File: src/rtl/lsu_arb_pkg.sv
// Shared encodings, command record and alignment rule for the two-master lsu arbiter.
package lsu_arb_pkg;

    localparam logic [1:0] LEN_HALF = 2'b01;
    localparam logic [1:0] LEN_WORD = 2'b10;

    typedef logic [0:0] state_t;
    localparam state_t ST_IDLE   = 1'b0;
    localparam state_t ST_ACCESS = 1'b1;

    typedef struct packed {
        logic        wren;
        logic [31:0] addr;
        logic [31:0] st_data;
        logic [1:0]  s_length;
        logic [2:0]  l_length;
        logic        l_unsigned;
        logic        id;
        logic        misaligned;
    } cmd_t;

    // Loads encode their size in l_length[1:0] with the same code as s_length.
    function automatic logic is_misaligned(input logic       wren,
                                           input logic [1:0] s_length,
                                           input logic [2:0] l_length,
                                           input logic [1:0] addr_lo);
        logic [1:0] size;
        logic       bad;
        size = wren ? s_length : l_length[1:0];
        bad  = 1'b0;
        if (size == LEN_WORD) begin
            bad = (addr_lo != 2'b00);
        end else if (size == LEN_HALF) begin
            bad = addr_lo[0];
        end
        return bad;
    endfunction

endpackage

File: src/rtl/lsu_arbiter_rr_arb2.sv
// Two-way round-robin picker; the pointer moves to the loser after every grant.
module rr_arb2 (
    input  logic       i_clk,
    input  logic       i_rst,
    input  logic [1:0] req,
    input  logic       lock_m1,
    input  logic       force_m0,
    output logic [1:0] gnt
);

    logic ptr_q;

    always_comb begin
        gnt = 2'b00;
        if (i_rst) begin
            gnt = 2'b00;
        end else if (force_m0 && req[0]) begin
            gnt = 2'b01;
        end else if (lock_m1) begin
            gnt = {req[1], 1'b0};
        end else if (req == 2'b11) begin
            gnt = ptr_q ? 2'b10 : 2'b01;
        end else begin
            gnt = req;
        end
    end

    always_ff @(posedge i_clk) begin
        if (i_rst) begin
            ptr_q <= 1'b0;
        end else if (gnt[0]) begin
            ptr_q <= 1'b1;
        end else if (gnt[1]) begin
            ptr_q <= 1'b0;
        end
    end

endmodule

File: src/rtl/lsu_arbiter.sv
// Core/debug arbiter in front of the lsu: one registered access per cycle, in-order responses.
// state     | meaning
// ST_IDLE   | no command held, lsu driven idle (all zero)
// ST_ACCESS | command register valid, lsu driven this cycle
module lsu_arbiter
    import lsu_arb_pkg::*;
#(
    parameter int LOCK_TIMEOUT = 256,
    parameter int CNT_W        = 9
) (
    input  logic        i_clk,
    input  logic        i_rst,
    input  logic        i_m0_req,
    input  logic        i_m0_wren,
    input  logic [31:0] i_m0_addr,
    input  logic [31:0] i_m0_st_data,
    input  logic [1:0]  i_m0_s_length,
    input  logic [2:0]  i_m0_l_length,
    input  logic        i_m0_l_unsigned,
    input  logic        i_m1_req,
    input  logic        i_m1_wren,
    input  logic [31:0] i_m1_addr,
    input  logic [31:0] i_m1_st_data,
    input  logic [1:0]  i_m1_s_length,
    input  logic [2:0]  i_m1_l_length,
    input  logic        i_m1_l_unsigned,
    input  logic        i_m1_lock,
    output logic        o_m0_gnt,
    output logic        o_m0_rvalid,
    output logic [31:0] o_m0_rdata,
    output logic        o_m0_err,
    output logic        o_m1_gnt,
    output logic        o_m1_rvalid,
    output logic [31:0] o_m1_rdata,
    output logic        o_m1_err,
    output logic [31:0] o_lsu_addr,
    output logic        o_lsu_wren,
    output logic [31:0] o_lsu_st_data,
    output logic [1:0]  o_lsu_s_length,
    output logic [2:0]  o_lsu_l_length,
    output logic        o_lsu_l_unsigned,
    input  logic [31:0] i_lsu_ld_data,
    output logic        o_lock_timeout
);

    localparam logic [CNT_W-1:0] LOCK_LOAD = CNT_W'(LOCK_TIMEOUT - 1);

    logic [1:0]       gnt;
    logic             lock_q, lock_eff, force_q, timeout_q, timeout_hit;
    logic [CNT_W-1:0] lock_cnt_q;
    state_t           state_q;
    cmd_t             cmd_q, cmd_d;
    logic             access;
    logic             rsp_valid_q, rsp_id_q, rsp_err_q;
    logic [31:0]      rsp_data_q;

    // A dropped i_m1_lock releases M0 in the same cycle, not one later.
    assign lock_eff = lock_q & i_m1_lock;

    rr_arb2 u_rr_arb2 (
        .i_clk    (i_clk),
        .i_rst    (i_rst),
        .req      ({i_m1_req, i_m0_req}),
        .lock_m1  (lock_eff),
        .force_m0 (force_q),
        .gnt      (gnt)
    );

    assign o_m0_gnt = gnt[0];
    assign o_m1_gnt = gnt[1];

    always_comb begin
        cmd_d = '0;
        if (gnt[1]) begin
            cmd_d.wren       = i_m1_wren;
            cmd_d.addr       = i_m1_addr;
            cmd_d.st_data    = i_m1_st_data;
            cmd_d.s_length   = i_m1_s_length;
            cmd_d.l_length   = i_m1_l_length;
            cmd_d.l_unsigned = i_m1_l_unsigned;
            cmd_d.id         = 1'b1;
        end else begin
            cmd_d.wren       = i_m0_wren;
            cmd_d.addr       = i_m0_addr;
            cmd_d.st_data    = i_m0_st_data;
            cmd_d.s_length   = i_m0_s_length;
            cmd_d.l_length   = i_m0_l_length;
            cmd_d.l_unsigned = i_m0_l_unsigned;
            cmd_d.id         = 1'b0;
        end
        cmd_d.misaligned = is_misaligned(cmd_d.wren, cmd_d.s_length,
                                         cmd_d.l_length, cmd_d.addr[1:0]);
    end

    always_ff @(posedge i_clk) begin
        if (i_rst) begin
            state_q <= ST_IDLE;
            cmd_q   <= '0;
        end else begin
            state_q <= (|gnt) ? ST_ACCESS : ST_IDLE;
            if (|gnt) begin
                cmd_q <= cmd_d;
            end
        end
    end

    assign access           = (state_q == ST_ACCESS);
    assign o_lsu_addr       = access ? cmd_q.addr : 32'h0;
    assign o_lsu_wren       = access & cmd_q.wren & ~cmd_q.misaligned;
    assign o_lsu_st_data    = access ? cmd_q.st_data : 32'h0;
    assign o_lsu_s_length   = access ? cmd_q.s_length : 2'b00;
    assign o_lsu_l_length   = access ? cmd_q.l_length : 3'b000;
    assign o_lsu_l_unsigned = access & cmd_q.l_unsigned;

    always_ff @(posedge i_clk) begin
        if (i_rst) begin
            rsp_valid_q <= 1'b0;
            rsp_id_q    <= 1'b0;
            rsp_err_q   <= 1'b0;
            rsp_data_q  <= 32'h0;
        end else begin
            rsp_valid_q <= access;
            if (access) begin
                rsp_id_q   <= cmd_q.id;
                rsp_err_q  <= cmd_q.misaligned;
                rsp_data_q <= (cmd_q.wren | cmd_q.misaligned) ? 32'h0 : i_lsu_ld_data;
            end
        end
    end

    assign o_m0_rvalid = rsp_valid_q & ~rsp_id_q;
    assign o_m1_rvalid = rsp_valid_q & rsp_id_q;
    assign o_m0_err    = o_m0_rvalid & rsp_err_q;
    assign o_m1_err    = o_m1_rvalid & rsp_err_q;
    assign o_m0_rdata  = o_m0_rvalid ? rsp_data_q : 32'h0;
    assign o_m1_rdata  = o_m1_rvalid ? rsp_data_q : 32'h0;

    // Watchdog holds the number of locked M1 grants still allowed.
    assign timeout_hit = lock_eff ? (lock_cnt_q == CNT_W'(1)) : (LOCK_LOAD == '0);

    always_ff @(posedge i_clk) begin
        if (i_rst) begin
            lock_q     <= 1'b0;
            lock_cnt_q <= '0;
            force_q    <= 1'b0;
            timeout_q  <= 1'b0;
        end else begin
            if (|gnt) begin
                force_q <= 1'b0;
            end
            if (gnt[1] && i_m1_lock) begin
                if (timeout_hit) begin
                    lock_q     <= 1'b0;
                    lock_cnt_q <= '0;
                    force_q    <= 1'b1;
                    timeout_q  <= 1'b1;
                end else begin
                    lock_q     <= 1'b1;
                    lock_cnt_q <= lock_eff ? (lock_cnt_q - CNT_W'(1)) : LOCK_LOAD;
                end
            end else if (gnt[1] || !i_m1_lock) begin
                lock_q     <= 1'b0;
                lock_cnt_q <= '0;
            end
        end
    end

    assign o_lock_timeout = timeout_q;

endmodule

File: config.mk
export PLATFORM = sky130hd
export DESIGN_NAME = lsu_arbiter
export DESIGN_NICKNAME = d
export VERILOG_FILES = /design/src/rtl/lsu_arb_pkg.sv /design/src/rtl/lsu_arbiter_rr_arb2.sv /design/src/rtl/lsu_arbiter.sv
export SDC_FILE = /design/constraint.sdc
export NUM_CORES = 1
export LEC_CHECK = 0
export CAP_MARGIN = 5
export CORE_MARGIN = 10
export CORE_UTILIZATION = 35
export CTS_BUF_LIST = sky130_fd_sc_hd__clkbuf_16
export CTS_CLUSTER_SIZE = 24
export DETAILED_ROUTE_END_ITERATION = 10
export HOLD_SLACK_MARGIN = 0.1
export PLACE_DENSITY_LB_ADDON = 0.1
export SYNTH_ARGS = -nofsm -noshare
export SYNTH_HDL_FRONTEND = slang
export SYNTH_HIERARCHICAL = 1
export SYNTH_SLANG_ARGS = --single-unit
File: constraint.sdc
create_clock -name i_clk -period 3.2 [get_ports i_clk]
set_input_delay 0.64 -clock i_clk [delete_from_list [all_inputs] [get_ports i_clk]]
set_output_delay 0.64 -clock i_clk [all_outputs]
set_load 0.005 [all_outputs]
==> impl_metrics.env, run 1 <==
export IMPL_grt_pass1_wl_mm=35.35
export IMPL_yosysSeqAreaShare_pct=38.89
export IMPL_critPathMaxStageDelay_ps=550
export IMPL_cp_end_kind="output port"
export IMPL_dp_cells=1297
export IMPL_worst_path_most_repeated_cell="clkdlybuf4s50_1"
export IMPL_clkTransAtPathRegs_ps=60
export IMPL_fp_dieH_um=154.0
export IMPL_num_io_pins=321
export IMPL_drive_above_1_share_pct=5.254
export IMPL_cts_made_buffers=17
export IMPL_cp_data_required_time_ps=2560
export IMPL_crit_fanout=9
export IMPL_htreeDepth=4
export IMPL_dieArea_um2=23700
export IMPL_cts_hold_buf=0
export IMPL_drcViolationCount=0
export IMPL_crit_buf_inv=2
export IMPL_post_cts_resized=0
export IMPL_synth_top_flop_cell="dfxtp_1"
export IMPL_hold_violations=0
export IMPL_timing_slew_headroom_pct=46.64
export IMPL_grt_setup_unrepaired="no"
export IMPL_cts_root_buffer_cell="clkbuf_16"
export IMPL_grt_pass1_vias=6197
export IMPL_startpoint="i_m1_lock"
export IMPL_hold_path_class="reg -> reg"
export IMPL_grt_total_usage_pct=18.42
export IMPL_yosys_register_bits=122
export IMPL_grt_antenna_before_repair=0
export IMPL_drt_iter0_drc=310
export IMPL_p_leak_nw=4.140
export IMPL_avgSynthCellArea_um2=7.869
export IMPL_grt_overflow=0
export IMPL_synth_area_um2=6280
export IMPL_crit_type="in -> out"
export IMPL_fin_tns_setup_ps=0
export IMPL_reg2reg_from="lock_q$_SDFFE_PP0P_"
export IMPL_cp_arrival_ps=2330
export IMPL_viasPerCell=4.760
export IMPL_syn_to_final_growth_pct=63.86
export IMPL_cts_setup_buffers=0
export IMPL_cts_tree="done"
export IMPL_critical_path_startpoint_type="primary input"
export IMPL_cts_path_max_buffers=2
export IMPL_initial_core_util_pct=36.06
export IMPL_stdcell_count=1329
export IMPL_post_route_period_util_pct=92.71
export IMPL_setup_viol=0
export IMPL_final_common_cell="clkdlybuf4s50_1"
export IMPL_final_nets=1272
export IMPL_ir_drop_mv=0.3613
export IMPL_clock_sinks=122
export IMPL_diodes=0
export IMPL_clkLatencyLatePin_ps=410
export IMPL_worstHoldStart="o_lock_timeout$_SDFFE_PP0P_"
export IMPL_gp_congestion=0.7792
export IMPL_synthArstFlopShare_pct=0
export IMPL_wl_mm=22.97
export IMPL_dp_hpwl_mm=17.00
export IMPL_path_cells="clkdlybuf4s50_1, and2_1, o21bai_1, a21oi_4, clkdlybuf4s50_1"
export IMPL_fill_cells=1597
export IMPL_rows=48
export IMPL_synth_nets=979
export IMPL_run_status="complete, no violations"
export IMPL_vias=6326
export IMPL_min_period_ps=2967
export IMPL_synth_edf_count=0
export IMPL_fin_util_pct=59.08
export IMPL_cpMaxStageDelayCell="clkdlybuf4s50_1"
export IMPL_power_density_nw_per_um2=422.6
export IMPL_fp_coreArea_um2=17420
export IMPL_tightest_slew_ps=800.3
export IMPL_fin_skew_ps=8.059
export IMPL_first_pass_iters=4
export IMPL_yosys_warnings=6
export IMPL_ys_types=41
export IMPL_ant_nets=0
export IMPL_final_cell_mix="319 x clkdlybuf4s50_1, 180 x nor2_1, 121 x dfxtp_1"
export IMPL_postSynthCellCount=798
export IMPL_cp_top_family="buffers and inverters"
export IMPL_fmax_ghz=0.3371
export IMPL_io_buffers=320
export IMPL_dieWidth_um=154.0
export IMPL_finalMaxSlewViolations=0
export IMPL_drv_cap=0
export IMPL_wl_per_cell_um=17.28
export IMPL_grt_max_degree=79
## cell usage after synthesis, drive strengths merged, types with 2 or more instances
cell type,instances,share of area (%)
ha,2,0.40
a31oi,3,0.30
o21bai,2,0.24
o21ai,8,0.64
inv,6,0.36
a22oi,2,0.24
or3,3,0.30
nand3,2,0.16
nor4,3,0.64
and3,33,3.3
buf,18,1.4
nand2,11,0.66
a21oi,112,8.9
or3b,2,0.28
and2,105,10
mux2i,78,12
nand3b,2,0.24
clkbuf,46,2.7
nand2b,6,0.60
nor2,180,11
dfxtp,122,39
a211oi,2,0.24
o31ai,3,0.36
or4,2,0.30
nor2b,35,3.5
## cells by family (layout without fill, tap and decap cells)
family	count (synthesis)	after routing	synth area share (%)
compound gates	137	137	11.66
fa+ha+maj	2	2	0.3984
buf+inv	70	376	4.463
flops	122	122	38.89
mux	79	79	12.61
simple gates	388	388	31.98
## worst paths after layout
| check | slack [ps] | endpoint | depth (start not counted) |
|---|---|---|---|
| hold / removal | 450 | o_lock_timeout$_SDFFE_PP0P_ | 2 |
| setup reg to reg | 750 | cmd_q[48]$_SDFFE_PP0P_ | 8 |
| hold reg to reg | 450 | o_lock_timeout$_SDFFE_PP0P_ | 2 |
| setup / recovery | 230 | o_m1_gnt | 5 |
## power by group
group          internal (mW)  leakage, nW  switching (mW)
clock network           1.29        0.302           0.698
logic                  0.399         2.84           0.283
registers               1.61        0.998          0.0693
## flip-flops by register name, summed over array words and instances (netlist names)
name             flops
u_rr_arb2/ptr_q      1
force_q              1
cmd_q               73
rsp_valid_q          1
lock_cnt_q           9
lock_q               1
rsp_err_q            1
o_lock_timeout       1
access               1
rsp_data_q          32
rsp_id_q             1
## per-layer routing
metal,global-route usage (%),routed length (µm)
met5,0,0
met3,9.986,2726
met2,29.28,10470
met1,20.49,9359
met4,6.298,414
## per-stage QoR
step                      setup slack (ps)  power, mW  hold WS [ps]  instance area [µm²]
after floorplan                      818.2      2.032         442.1                 6280
after global placement               222.3      2.387         434.3                 9681
after detailed placement             144.5      2.396         441.2                 9681
after CTS                            227.1      4.400         454.4                10290
after global routing                 156.5      4.552         495.7                10290
final                                233.2      4.349         451.5                10290
## worst reg2reg max path: cells and delay by family (launching register included)
family / cells / cell delay, ps
AO/OA/AOI/OAI: 3 / 520
flip-flops: 1 / 460
AND/OR/NAND/NOR: 3 / 540
buffers and inverters: 2 / 790
## layout make-up
type                       instances  area (µm²)  share of cell area (%)
multi-input combinational        606        3582                   34.81
timing repair buffer             338        3348                   32.54
sequential                       122        2446                   23.77
clock buffer                      17       425.4                   4.134
tap                              225       281.5                   2.736
clock inverter                    15       183.9                   1.787
inverter                           6       22.52                  0.2189
Power figures use the tool's default switching activity.
==> run 2, diff against run 1 <==
Settings changed: GPL_ROUTABILITY_DRIVEN from default to 1.
==> results of run 2 <==
The final DEF is identical to that of run 1; final timing and power are the same.
